--- config.mk ---
export PLATFORM = sky130hd
export DESIGN_NAME = knn_vote
export DESIGN_NICKNAME = d
export VERILOG_FILES = /design/src/rtl/knn_vote.sv
export SDC_FILE = /design/constraint.sdc
export NUM_CORES = 1
export LEC_CHECK = 0
export CAP_MARGIN = 15
export CELL_PAD_IN_SITES_DETAIL_PLACEMENT = 0
export CELL_PAD_IN_SITES_GLOBAL_PLACEMENT = 1
export CORE_ASPECT_RATIO = 1.2
export CORE_UTILIZATION = 41
export CTS_CLUSTER_DIAMETER = 150
export CTS_CLUSTER_SIZE = 10
export DETAILED_ROUTE_END_ITERATION = 8
export GPL_TIMING_DRIVEN = 0
export PLACE_DENSITY = 0.8
export SLEW_MARGIN = 25
export SYNTH_ARGS = -nofsm -noshare
export SYNTH_HDL_FRONTEND = slang
export SYNTH_SLANG_ARGS = --single-unit
--- constraint.sdc ---
create_clock -name clk -period 5.2 [get_ports clk]
set_input_delay 0.78 -clock clk [delete_from_list [all_inputs] [get_ports clk]]
set_output_delay 0.78 -clock clk [all_outputs]
set_load 0.005 [all_outputs]
--- src/rtl/knn_vote.sv ---
// knn_vote: snapshots the sorted 7-entry nearest-candidate list, scans it one
// slot per cycle, tallies one vote per class label, and presents the winning
// class over a valid/ready handshake. Ties go to the class seen nearest.
module knn_vote #(
  parameter int          LABEL_W   = 2,
  parameter logic [17:0] EMPTY_VAL = 18'h3fff
) (
  input  logic               clk,
  input  logic               rst_n,
  input  logic               start,
  input  logic [17:0]        candidate0,
  input  logic [17:0]        candidate1,
  input  logic [17:0]        candidate2,
  input  logic [17:0]        candidate3,
  input  logic [17:0]        candidate4,
  input  logic [17:0]        candidate5,
  input  logic [17:0]        candidate6,
  output logic               busy,
  output logic               result_valid,
  input  logic               result_ready,
  output logic [LABEL_W-1:0] result_class,
  output logic [2:0]         result_votes,
  output logic [17:0]        result_nearest,
  output logic               no_data
);

  localparam int NCLS = 1 << LABEL_W;

  typedef enum logic [1:0] {IDLE, SCAN, DECIDE, OUT} state_t;

  state_t                   r_state, w_next;
  logic [6:0][17:0]         r_snap;     // slot 0 is always the one being scanned
  logic [2:0]               r_idx;
  logic [NCLS-1:0][2:0]     r_votes;
  logic [NCLS-1:0][2:0]     r_first;
  logic                     r_any;
  logic [17:0]              r_nearest;

  logic [17:0]              w_cur;
  logic [LABEL_W-1:0]       w_lbl;
  logic                     w_empty;
  logic                     w_accept;
  logic [LABEL_W-1:0]       w_win_cls;
  logic [2:0]               w_win_votes;
  logic [2:0]               w_win_first;

  assign w_cur    = r_snap[0];
  assign w_lbl    = w_cur[LABEL_W-1:0];
  assign w_empty  = (w_cur == EMPTY_VAL);
  // A new request is taken from IDLE, or from OUT on the very edge the
  // pending result is handed off; everywhere else start is dropped.
  assign w_accept = start && ((r_state == IDLE) || ((r_state == OUT) && result_ready));

  // State register
  always_ff @(posedge clk) begin
    if (!rst_n) r_state <= IDLE;
    else        r_state <= w_next;
  end

  // Next-state logic
  always_comb begin
    w_next = r_state;
    case (r_state)
      IDLE:    if (start) w_next = SCAN;
      SCAN:    if (r_idx == 3'd6) w_next = DECIDE;
      DECIDE:  w_next = OUT;
      OUT:     if (result_ready) w_next = start ? SCAN : IDLE;
      default: w_next = IDLE;
    endcase
  end

  // Winner: highest vote count; on equal counts the smaller first index wins
  always_comb begin
    w_win_cls   = '0;
    w_win_votes = '0;
    w_win_first = 3'd7;
    for (int c = 0; c < NCLS; c++) begin
      if ((r_votes[c] != 3'd0) &&
          ((r_votes[c] > w_win_votes) ||
           ((r_votes[c] == w_win_votes) && (r_first[c] < w_win_first)))) begin
        w_win_cls   = LABEL_W'(c);
        w_win_votes = r_votes[c];
        w_win_first = r_first[c];
      end
    end
  end

  // Datapath: snapshot, serial tally, result registers and handshake flags
  always_ff @(posedge clk) begin
    if (!rst_n) begin
      r_snap         <= '0;
      r_idx          <= '0;
      r_votes        <= '0;
      r_first        <= '0;
      r_any          <= 1'b0;
      r_nearest      <= '0;
      busy           <= 1'b0;
      result_valid   <= 1'b0;
      result_class   <= '0;
      result_votes   <= '0;
      result_nearest <= '0;
      no_data        <= 1'b0;
    end else begin
      case (r_state)
        IDLE, OUT: begin
          if ((r_state == OUT) && result_ready) result_valid <= 1'b0;
          if (w_accept) begin
            r_snap    <= {candidate6, candidate5, candidate4, candidate3,
                          candidate2, candidate1, candidate0};
            r_idx     <= '0;
            r_votes   <= '0;
            r_first   <= '0;
            r_any     <= 1'b0;
            r_nearest <= '0;
            busy      <= 1'b1;
          end
        end
        SCAN: begin
          if (!w_empty) begin
            r_votes[w_lbl] <= r_votes[w_lbl] + 3'd1;
            if (r_votes[w_lbl] == 3'd0) r_first[w_lbl] <= r_idx;
            if (!r_any) begin
              r_any     <= 1'b1;
              r_nearest <= {{LABEL_W{1'b0}}, w_cur[17:LABEL_W]};
            end
          end
          r_snap <= {18'h0, r_snap[6:1]};
          r_idx  <= r_idx + 3'd1;
        end
        DECIDE: begin
          result_valid   <= 1'b1;
          busy           <= 1'b0;
          result_class   <= w_win_cls;
          result_votes   <= w_win_votes;
          result_nearest <= r_nearest;
          no_data        <= !r_any;
        end
        default: ;
      endcase
    end
  end

endmodule

[Word level (Yosys, flattened, before mapping)]
Cells that the tools add are included.
Storage, ports and cells
  bits in registers: 200
  input bits: 130
  output and inout port bits: 26
  logic and storage cells: 129
Cells by class
  $add $sub $neg: 2
  order comparisons: 10
  equal/unequal tests: 16
  mux-type cells: 42
  reductions and logical operators: 34
Operators by type and width (count)
  one-hot mux 126 bit (2 select lines): 1
  two-way mux 126 bit: 1
  two-way mux 18 bit: 3
  two-way mux 12 bit: 4
  one-hot mux 12 bit (2 select lines): 2
  one-hot mux 18 bit (2 select lines): 1
  two-way mux 3 bit: 10
  bitwise mux 12 bit: 2
  == test 18 x 14 -> 1 bit (second input constant): 1
  inequality test 2 bit (second input constant): 8
  nonzero test 3 bit: 4
  logical AND 1 bit: 11
  two-way mux 2 bit: 5
  == test 3 bit: 3
  > comparator 3 bit: 3
  less-than comparator 3 bit: 3
  one-hot mux 2 bit (4 select lines): 1
  AND reduction 4 bit: 2
  adder 3 x 1 -> 3 bit (second input constant): 2
  binary-select mux 3 bit (select 2 bit): 1
  demux 3 bit (select 2 bit): 1
  zero test 3 bit: 2
  two-way mux 1 bit: 6
  one-hot mux 1 bit (2 select lines): 3
  other kinds (15): 24

[Logic depth before layout (Yosys ltp)]
  depth in word-level cells: 20
  mapped depth: 21
  mapped depth without buffers: 21

[Worst setup path before layout]
OpenSTA, ideal clock, no wires.
  path kind: reg-to-reg
  start point: reg r_votes[2] in the netlist's numbering
  end point: reg result_votes[0]
  library setup time: 0.082 ns
  data arrival time: 4.182 ns
  data required time: 5.118 ns
  slack: 0.935 ns
  cell stages (with the launch flop): 22
  path buffers: 0
  period minus slack after synthesis: 4.265 ns
  cell sequence: dfxtp_1 inv_1 ha_1 nand3_1 a311oi_1 o211ai_1 nand3_2 mux2_2 ha_1 nor2b_1 o21ai_0 nand3_1 o21bai_4 mux2i_1 inv_1 ha_1 nand2b_1 a21o_1 a21oi_1 a31oi_1 a21o_1 o221ai_1
Between the ends
  cells in the longest elaborated chain, start to end: 20
  elaborated cells on any way between the ends: 31
  those cells by class: order compare (7); eq/ne (3); mux (7); reduce/logical (14)
Ends and longest elaborated chain
  start: declaration: line 34  | logic [NCLS-1:0][2:0] r_votes;
  start signal: indexed assignment: line 120  | r_votes[w_lbl] <= r_votes[w_lbl] + 3'd1;
  parallel branches: the longest is 19 deep, another holds > comparator 3 x 1 -> 1 bit
  two-way mux 3 bit *: line 78  | if ((r_votes[c] != 3'd0) &&
  end signal: assignment: line 134  | result_votes <= w_win_votes;
  end: declaration: line 22  | output logic [2:0] result_votes,
Mark *: on every way between the ends.
A chain may end at the register's enable or synchronous reset.

[Worst setup path after layout]
  start point: reg r_votes[2] in the netlist's numbering
  end point: reg result_votes[2]
Same word-level chain as after synthesis.

==> flow_summary.ini <==
[global_route]
antenna_found_initial = 2
grt_pass1_wl_microns = 37900
track_usage_pct = 22.1
gr-total-overflow = 0
grt_max_degree = 19
grt_pass1_vias = 7256

[die]
fp.coreArea_sq_um = 21600
ios = 156
dieWidth_microns = 137
die_area_sq_um = 22500
rows = 59
start_util_pct = 41.6
die_h_microns = 164

[clocking]
htreeDepth = 4
clkTransAtPathRegs_ns = 0.07
ctsLongestPathBuffers = 2
cts_buffers = 17
cts_tree = yes
holdBufCountCts = 0
cts-root-buf = clkbuf_16
cts.sinks = 196
clk_latency_ns = 0.44

[placed_design]
gp_congestion = 0.862
hpwl_microns = 18900
port-buffer-count = 153
dp_slack_ns = 0.284

[run_status]
outcome = completed

[power]
clockPowerShare_pct = 19.2
sequentialPowerShare_pct = 34.8
vdd_drop_max_uv = 394
switchingPower_w = 0.00280
pwr-share-comb_pct = 46.0
power_density_nw_per_um2 = 593
p_sw_share_pct = 41.2
p_leak_nw = 4.51
p_int_w = 0.00400

[timing]
clock_skew_ns = 0.00937
rsz0062_at_grt = no
fmax_mhz = 208
hold_viol = 0
setup_slack_ns = 0.386
slew_headroom_pct = 48.1
worstMarginPinSlew_ns = 0.775
report.final.setup_viol = 0
timing.setup.tns_ns = 0
finalMaxSlewViolations = 0
finalCritPeriodShare_pct = 92.6
period_needed_ns = 4.81

[layout]
fin_nets = 1281
antennaDiodeCount = 0
areaGrowthSynthToFinish_pct = 27.6
final_layout_size_suffix_gt1_share_pct = 6.22
fillers = 2079

[synthesis]
async_flop_share_pct = 0
synth-edff-count = 0
ys_seq_area_share_pct = 43.6
yosysTopAreaCellShare_pct = 43.6
ys.warnings.count = 0
syn_area_sq_um = 8990
avgSynthCellArea_sq_um = 9.43
netlist_instances = 953
synth_area_leaders = dfxtp_1, mux2i_1, nor2_1, a211oi_1, a22oi_1
synth.distinct_cells = 59
synth_area_leader_cell = dfxtp_1
ys_ff_latch = 196
synthFlopType = dfxtp_1

[route]
vias = 7425
drt-total-wl_microns = 24300
antenna_left = 0
wl_per_cell_microns = 17.2
route.detailed.drc = 0
drt_iter0_markers = 407
first_pass_iters = 7
via_per_inst = 5.25

[critical_path]
crit_type = reg2reg
cp-end-kind = flop
start_kind = flop
crit_arrival_ns = 5.13
cp_max_fo = 9
required_ns = 5.51

[run]
cap_violations = 0

[hold_path]
holdCritPathClass = reg2reg
[per-layer routing]
| metal | vias to the layer above | global-route usage (%) | wire length, microns |
|---|---|---|---|
| met4 | 4 | 6.39 | 292 |
| met1 | 3450 | 26.2 | 10600 |
| li1 | 3766 | - | - |
| met2 | 179 | 38.7 | 11900 |
| met5 | - | 0 | 24 |
| met3 | 26 | 5.90 | 1480 |
[path summary, 6_finish.rpt]
path,startpoint,to,slack [ns],depth (start not counted)
worst max-delay path,r_votes[2]$_SDFFE_PN0P_,result_votes[2]$_SDFFE_PN0P_,0.39,21
worst min-delay path,result_votes[0]$_SDFFE_PN0P_,result_votes[0]$_SDFFE_PN0P_,0.47,2
worst max register to register,r_votes[2]$_SDFFE_PN0P_,result_votes[2]$_SDFFE_PN0P_,0.39,21
worst min register to register,result_votes[0]$_SDFFE_PN0P_,result_votes[0]$_SDFFE_PN0P_,0.47,2
[synthesized netlist by cell type, types with 5 or more instances]
cell type  number
a22oi_1        40
buf_2          12
o211a_1        30
o21ai_0         9
a21o_1          8
nand2_1        51
nand2b_1        6
inv_1          23
nor2b_1        13
a21oi_1        12
ha_1           22
dfxtp_1       196
a211oi_1       80
a31oi_1         5
mux2i_1       143
nand3_1         6
nor2_1        175
clkbuf_1       53
[cell type report]
type	instances	area [sq um]	area share (%)
sequential	196	3920	34.2
timing repair buffer	156	1550	13.5
multi-input combinational	662	4700	40.9
clock buffer	17	425	3.71
buffer	72	297	2.58
tap	274	343	2.99
inverter	24	90.1	0.785
clock inverter	14	144	1.25
[sequential cells by signal, summed over array words and instances (netlist names), 3 cells and up]
name / cells
r_votes: 12
r_nearest: 16
w_cur: 18
r_first: 12
result_nearest: 16
r_idx: 3
r_snap: 108
result_votes: 3
[power groups by stage]
| stage | Sequential [W] | Combinational (W) | Clock (W) |
|---|---|---|---|
| 2_1_floorplan | 0.00228 | 0.00237 | 0 |
| 3_3_place_gp | 0.00239 | 0.00308 | 0 |
| 3_5_place_dp | 0.00240 | 0.00313 | 0 |
| 4_1_cts | 0.00237 | 0.00314 | 0.00132 |
| 5_1_grt | 0.00243 | 0.00347 | 0.00138 |
| 6_report | 0.00237 | 0.00313 | 0.00130 |
[placed cells by master, fill, tap and decap left out, types with 7 or more instances in the layout]
master,n
a22oi_1,40
o211a_1,30
nor2_1,175
buf_2,12
ha_1,22
clkdlybuf4s50_1,153
clkbuf_1,53
mux2i_1,142
clkbuf_16,17
a21oi_1,12
a21o_1,8
a211oi_1,80
nor2b_1,13
inv_1,23
dfxtp_1,196
o21ai_0,7
nand2_1,51
[cell families (layout without fill, tap and decap cells)]
family	Yosys count	in the layout	synth area share, %
other cells	1	2	0.0417
buf+inv	96	283	4.30
simple gates	274	274	12.8
compound gates	211	211	18.5
flops	196	196	43.6
fa+ha+maj	23	23	3.19
mux	150	150	17.3
xor+xnor	2	2	0.195
[worst max-delay path, stage by stage, from the launching register on]
cell	delay [ns]
dfxtp_1	0.45
inv_1	0.08
ha_1	0.32
nand3_1	0.17
a311oi_2	0.28
o211ai_1	0.16
nand3_2	0.20
mux2_2	0.39
ha_1	0.28
o21a_1	0.19
o2111ai_1	0.20
and3_1	0.21
o21bai_4	0.18
nor2_1	0.07
a21oi_1	0.16
ha_1	0.26
o21a_1	0.19
o2111ai_1	0.24
a31oi_1	0.07
mux2i_1	0.26
a21o_1	0.22
o221ai_1	0.12
[repair_timing]
item / in CTS / in global routing
endpoints found under the hold margin: 0 / 0
setup buffers: 0 / 3
gates resized for setup: 0 / 4
setup endpoints to repair: 0 / 3
[through the flow]
| step | total power [W] | instance area, sq um | hold slack [ns] | cells | utilization, % |
|---|---|---|---|---|---|
| floorplan | 0.00465 | 8990 | 0.457 | 954 | - |
| global placement | 0.00547 | 10900 | 0.451 | 1381 | 50.2 |
| detailed placement | 0.00553 | 10900 | 0.452 | 1381 | 50.3 |
| CTS | 0.00683 | 11400 | 0.475 | 1412 | 52.9 |
| global route | 0.00728 | 11500 | 0.508 | 1415 | 53.1 |
| finish | 0.00680 | 11500 | 0.473 | 1415 | 53.1 |
Power figures use the tool's default switching activity.
